## config.mk

```make
export PLATFORM = sky130hd
export DESIGN_NAME = alu_serial_seq
export DESIGN_NICKNAME = d
export VERILOG_FILES = /design/src/rtl/alu_serial_seq.sv
export SDC_FILE = /design/constraint.sdc
export NUM_CORES = 1
export LEC_CHECK = 0
export CAP_MARGIN = 15
export CORE_UTILIZATION = 35
export CTS_BUF_LIST = sky130_fd_sc_hd__clkbuf_8 sky130_fd_sc_hd__clkbuf_16
export DETAILED_ROUTE_END_ITERATION = 7
export GPL_TIMING_DRIVEN = 0
export MAX_ROUTING_LAYER = met4
export SLEW_MARGIN = 20
export SYNTH_ARGS = -nofsm -noshare
export SYNTH_HDL_FRONTEND = slang
export SYNTH_SLANG_ARGS = --single-unit
```

## constraint.sdc

```tcl
create_clock -name clk -period 6.5 [get_ports clk]
set_input_delay 0.975 -clock clk [delete_from_list [all_inputs] [get_ports clk]]
set_output_delay 0.975 -clock clk [all_outputs]
set_load 0.05 [all_outputs]
```

## src/rtl/alu_serial_seq.sv

```systemverilog
// Bit-serial sequencer for a single external 1-bit ALU slice: decodes ALUOp/funct,
// streams operands LSB first over WIDTH cycles and assembles the result and flags.
module alu_serial_seq #(
    parameter int WIDTH = 32
) (
    input  logic             clk,
    input  logic             rst,
    input  logic             in_valid,
    output logic             in_ready,
    input  logic [1:0]       alu_op,
    input  logic [5:0]       funct,
    input  logic [WIDTH-1:0] op_a,
    input  logic [WIDTH-1:0] op_b,
    output logic             out_valid,
    input  logic             out_ready,
    output logic [WIDTH-1:0] result,
    output logic             zero,
    output logic             carry,
    output logic             illegal,
    output logic [3:0]       slice_ctl,
    output logic             slice_a,
    output logic             slice_b,
    output logic             slice_c_in,
    output logic             slice_slt,
    input  logic             slice_out,
    input  logic             slice_c_out
);

    localparam int CW = $clog2(WIDTH);

    localparam logic [3:0] CTL_AND = 4'd0;
    localparam logic [3:0] CTL_OR  = 4'd1;
    localparam logic [3:0] CTL_ADD = 4'd2;
    localparam logic [3:0] CTL_SUB = 4'd6;
    localparam logic [3:0] CTL_SLT = 4'd7;
    localparam logic [3:0] CTL_NOR = 4'd12;
    localparam logic [3:0] CTL_ILL = 4'd15;

    typedef enum logic [1:0] {
        ST_IDLE = 2'd0,
        ST_RUN  = 2'd1,
        ST_DONE = 2'd2
    } state_t;

    state_t           state_r;
    state_t           state_s;
    logic [WIDTH-1:0] a_sh_r;
    logic [WIDTH-1:0] b_sh_r;
    logic [WIDTH-1:0] res_sh_r;
    logic             c_r;
    logic [CW-1:0]    cnt_r;
    logic             run_s;
    logic             last_s;
    logic [3:0]       dec_ctl_s;
    logic             slt_bit_s;
    logic [WIDTH-1:0] shifted_s;
    logic [WIDTH-1:0] final_s;

    function automatic logic [3:0] decode_ctl(input logic [1:0] op, input logic [5:0] f);
        logic [3:0] ctl;
        case (op)
            2'b00:   ctl = CTL_ADD;
            2'b01:   ctl = CTL_SUB;
            2'b10: begin
                case (f)
                    6'b100000: ctl = CTL_ADD;
                    6'b100010: ctl = CTL_SUB;
                    6'b100100: ctl = CTL_AND;
                    6'b100101: ctl = CTL_OR;
                    6'b101010: ctl = CTL_SLT;
                    6'b100111: ctl = CTL_NOR;
                    default:   ctl = CTL_ILL;
                endcase
            end
            default: ctl = CTL_ILL;
        endcase
        return ctl;
    endfunction

    assign run_s      = (state_r == ST_RUN);
    assign last_s     = run_s && (cnt_r == CW'(WIDTH - 1));
    assign dec_ctl_s  = decode_ctl(alu_op, funct);
    assign in_ready   = (state_r == ST_IDLE);
    assign out_valid  = (state_r == ST_DONE);
    assign slice_a    = run_s & a_sh_r[0];
    assign slice_b    = run_s & b_sh_r[0];
    assign slice_c_in = run_s & c_r;
    assign slice_slt  = 1'b0;

    // Final result: slt takes the sign of A-B from the MSB cycle, illegal forces zero.
    always_comb begin
        shifted_s = {slice_out, res_sh_r[WIDTH-1:1]};
        slt_bit_s = a_sh_r[0] ^ ~b_sh_r[0] ^ c_r;
        final_s   = shifted_s;
        case (slice_ctl)
            CTL_SLT: final_s = {{(WIDTH-1){1'b0}}, slt_bit_s};
            CTL_ILL: final_s = {WIDTH{1'b0}};
            default: final_s = shifted_s;
        endcase
    end

    // Next-state logic.
    always_comb begin
        state_s = state_r;
        case (state_r)
            ST_IDLE: begin
                if (in_valid) state_s = ST_RUN;
                else          state_s = ST_IDLE;
            end
            ST_RUN: begin
                if (last_s) state_s = ST_DONE;
                else        state_s = ST_RUN;
            end
            ST_DONE: begin
                if (out_ready) state_s = ST_IDLE;
                else           state_s = ST_DONE;
            end
            default: state_s = ST_IDLE;
        endcase
    end

    // State register.
    always_ff @(posedge clk or posedge rst) begin
        if (rst) state_r <= ST_IDLE;
        else     state_r <= state_s;
    end

    // Operand/result shifters, carry flop, counter and registered outputs.
    always_ff @(posedge clk or posedge rst) begin
        if (rst) begin
            a_sh_r    <= {WIDTH{1'b0}};
            b_sh_r    <= {WIDTH{1'b0}};
            res_sh_r  <= {WIDTH{1'b0}};
            c_r       <= 1'b0;
            cnt_r     <= {CW{1'b0}};
            slice_ctl <= 4'd0;
            result    <= {WIDTH{1'b0}};
            zero      <= 1'b0;
            carry     <= 1'b0;
            illegal   <= 1'b0;
        end else begin
            case (state_r)
                ST_IDLE: begin
                    if (in_valid) begin
                        a_sh_r    <= op_a;
                        b_sh_r    <= op_b;
                        res_sh_r  <= {WIDTH{1'b0}};
                        c_r       <= (dec_ctl_s == CTL_SUB) || (dec_ctl_s == CTL_SLT);
                        cnt_r     <= {CW{1'b0}};
                        slice_ctl <= dec_ctl_s;
                        result    <= {WIDTH{1'b0}};
                        zero      <= 1'b0;
                        carry     <= 1'b0;
                        illegal   <= 1'b0;
                    end
                end
                ST_RUN: begin
                    a_sh_r   <= a_sh_r >> 1;
                    b_sh_r   <= b_sh_r >> 1;
                    res_sh_r <= shifted_s;
                    c_r      <= slice_c_out;
                    cnt_r    <= cnt_r + CW'(1);
                    if (last_s) begin
                        result  <= final_s;
                        zero    <= (final_s == {WIDTH{1'b0}});
                        carry   <= ((slice_ctl == CTL_ADD) || (slice_ctl == CTL_SUB)) ? slice_c_out : 1'b0;
                        illegal <= (slice_ctl == CTL_ILL);
                    end
                end
                default: begin
                    result <= result;
                end
            endcase
        end
    end

endmodule

```

==> flow_summary.ini <==
[clock_network]
h-tree-depth = 4
cts_setup_buffers = 0
clock_sinks = 142
cts_tree = yes
cts_buffers = 17
clk_path_buf_depth = 2
hold_buffers = 0
cts.repair.resized = 0
insertion_delay_ps = 420
clockRootBuffer = clkbuf_16
clk_pin_slew_ps = 50

[cells_and_area]
layoutNonFillerInstCount = 1032
nets = 881
post-route-util_pct = 49.14
drive_gt1_share_pct = 7.020
fillCellCount = 1565
syn_to_final_growth_pct = 35.24
stdcell_area_um2 = 8264
diodes = 0

[synthesis]
synth_nets = 740
yosys.area_share.simple_pct = 22.93
synth_compound_area_share_pct = 13.04
synthesis.area_um2 = 6111
syn_avg_cell_area_um2 = 9.259
synth-seq-cells = 142
synth_xor_area_share_pct = 0.5733
yosys.area_share.adder_pct = 0.4095
synth_mux_area_share_pct = 0.3481
yosys_warnings = 0
synth_cell_types = 41
syn_inst = 660
ys_seq_area_share_pct = 58.15
synth_top_family_by_area = simple AND/OR/NAND/NOR gates

[worst_setup_path]
path_common_cell = buf_2
path_class = reg -> out
crit_path_cell_trace = nor2b_1, buf_2, buf_2, and2_1, clkdlybuf4s50_1
worstPathRequired_ps = 5520
startpoint_type = flip-flop
crit_arrival_ps = 2460
crit_path_end_kind = output port
cp_max_fo = 10
cpPeakStageDelay_ps = 830
cp_slowest_cell = clkdlybuf4s50_1
worst-path-buf-inv = 3
cpLargestDelayFamily = buffers and inverters

[timing]
fin_crit_sh_pct = 52.88
setup_viol = 0
clock.fmax_mhz = 291.0
rsz0062_at_grt = no
clock_skew_ps = 5.316
setup_ws_ps = 3063
maxSlewViolCount = 0
tightest_slew_ps = 654.0
period_needed_ps = 3437
finalHoldViolCount = 0
slew-limit-headroom_pct = 55.83

[place]
globalplace.congestion = 0.8450
dpl_cell_area_um2 = 7632
place_ws_ps = 3464
portBuffers = 121
place_inst = 1002
place_hpwl_um = 11180

[global_routing]
overflow = 0
grt_max_degree = 87
grt_pass1_wl_um = 25940
antenna_found_initial = 0
grt_pass1_vias = 5063
track_usage_pct = 19.10

[route]
totalWireLength_um = 15580
dr.pass1.iters = 5
dr_total_vias = 5164
drt_iter0_drc = 324
viasPerCell = 5.004
route.detailed.drc = 0
wl_per_cell_um = 15.10
ant_nets = 0

[flow_run]
cap_violations = 0

[floorplanning]
design.die.area_um2 = 17990
die_h_um = 134.1
dieWidth_um = 134.1
core_um2 = 16820
io_pins = 123
rows = 47
start_util_pct = 36.33

[power]
comb_power_share_pct = 34.9
p_sw_share_pct = 37.35
p_seq_share_pct = 38.0
pwr-share-clk_pct = 27.1
power.leakage_nw = 3.788
power_per_cell_area_nw_per_um2 = 462.0
power_mw = 3.818
intPower_mw = 2.392
ir_worst_vdd_uv = 226.7
p_switching_mw = 1.426

[run_status]
status = complete, no violations

[worst_hold_path]
hold_path_class = reg -> reg
[worst reg2reg max path: cells and delay by family (launching register included)]
family                   cells  cell delay, ps
AO/OA/AOI/OAI                1             230
multiplexers                 1              90
buffers and inverters        2             310
adder cells (fa/ha/maj)      2             420
AND/OR/NAND/NOR              2             400
flip-flops                   1             380
[cells in the mapped netlist]
cell type | count | area share [%]
a21oi_1 | 2 | 0.16
a21oi_2 | 1 | 0.14
a22o_1 | 31 | 4.4
a22oi_1 | 1 | 0.12
a31oi_1 | 63 | 6.4
a32o_1 | 1 | 0.16
and2_1 | 3 | 0.31
and3_1 | 3 | 0.31
and4b_1 | 1 | 0.16
buf_1 | 2 | 0.12
buf_2 | 18 | 1.5
buf_4 | 1 | 0.12
buf_6 | 5 | 0.92
clkbuf_1 | 25 | 1.5
conb_1 | 1 | 0.061
dfrtp_1 | 142 | 58
ha_1 | 2 | 0.41
inv_1 | 5 | 0.31
mux2_2 | 1 | 0.18
mux2i_1 | 1 | 0.16
nand2_1 | 207 | 13
nand2b_1 | 2 | 0.20
nand3_1 | 38 | 3.1
nand4_1 | 2 | 0.20
nor2_1 | 66 | 4.1
nor2b_1 | 2 | 0.20
nor3_1 | 1 | 0.082
nor3b_2 | 1 | 0.20
nor4_1 | 7 | 0.72
nor4bb_1 | 1 | 0.16
o211ai_1 | 1 | 0.12
o21ai_0 | 8 | 0.66
o21ai_1 | 3 | 0.25
o31ai_1 | 2 | 0.25
o41ai_1 | 2 | 0.29
or2_1 | 1 | 0.10
or2b_1 | 1 | 0.12
or3b_1 | 1 | 0.14
or4_1 | 1 | 0.12
xnor2_1 | 2 | 0.29
xor2_1 | 2 | 0.29
[state kept, by name, indices dropped and copies added (netlist names)]
signal,flops
cnt_r,5
result,32
illegal,1
zero,1
c_r,1
b_sh_r,32
state_r,2
res_sh_r,31
slice_ctl,4
carry,1
a_sh_r,32
[layer usage]
metal / track usage, % / wire length [µm] / up-vias
met1: 25.12 / 7396 / 2472
met2: 28.53 / 7145 / 140
met5: - / 0 / -
li1: - / - / 2536
met4: 6.742 / 208 / 0
met3: 4.951 / 833 / 16
[cell usage in the layout, fill, tap and decap left out, types with 3 or more instances in the layout]
cell / n
nand2_1: 207
dfrtp_1: 142
clkdlybuf4s50_1: 121
nor2_1: 66
a31oi_1: 63
nand3_1: 38
a22o_1: 31
clkbuf_1: 25
buf_2: 18
clkbuf_16: 17
o21ai_0: 8
nor4_1: 7
inv_1: 6
buf_6: 5
clkbuf_8: 5
bufinv_16: 4
o21ai_1: 3
and3_1: 3
and2_1: 3
[cell type report]
class | count | area (µm²) | area share, %
plain buffers | 51 | 255.2 | 3.089
clock buffers | 22 | 494.2 | 5.980
clock inverters | 8 | 137.6 | 1.665
inverters | 5 | 26.28 | 0.3179
multi-input cells | 462 | 2283 | 27.63
flip-flops and latches | 142 | 3553 | 43.00
well taps | 220 | 275.3 | 3.331
repair buffers | 122 | 1239 | 14.99
[stage by stage]
step	setup TNS, ps	hold WS [ps]
after detailed placement	0	491.9
after global routing	0	530.0
after floorplan	0	464.7
after CTS	0	506.6
final	0	498.9
after global placement	-11700	470.8
[cells by family after synthesis]
group           Yosys count
simple gates            338
flops                   142
compound gates          115
buf+inv                  56
xor+xnor                  4
fa+ha+maj                 2
mux                       2
other cells               1
[worst paths after layout]
check                      slack (ps)         end  startpoint  cells past startpoint
hold / removal                    500  result[11]  result[11]                      1
hold reg to reg                   500  result[11]  result[11]                      1
setup reg to reg                 4560   result[2]    cnt_r[0]                      8
min in group asynchronous         970  a_sh_r[23]         rst                      2
max in group asynchronous        4790   b_sh_r[5]         rst                      3
setup / recovery                 3060  slice_c_in  state_r[0]                      5
[power by group through the flow]
stage / Sequential, mW / Combinational [mW] / Clock, mW
6_report: 1.45 / 1.33 / 1.04
5_1_grt: 1.50 / 1.49 / 1.10
4_1_cts: 1.45 / 1.35 / 1.05
3_5_place_dp: 1.46 / 1.34 / 0
3_3_place_gp: 1.45 / 1.30 / 0
2_1_floorplan: 1.55 / 0.795 / 0
No activity file was read; power rests on OpenSTA's default activity.
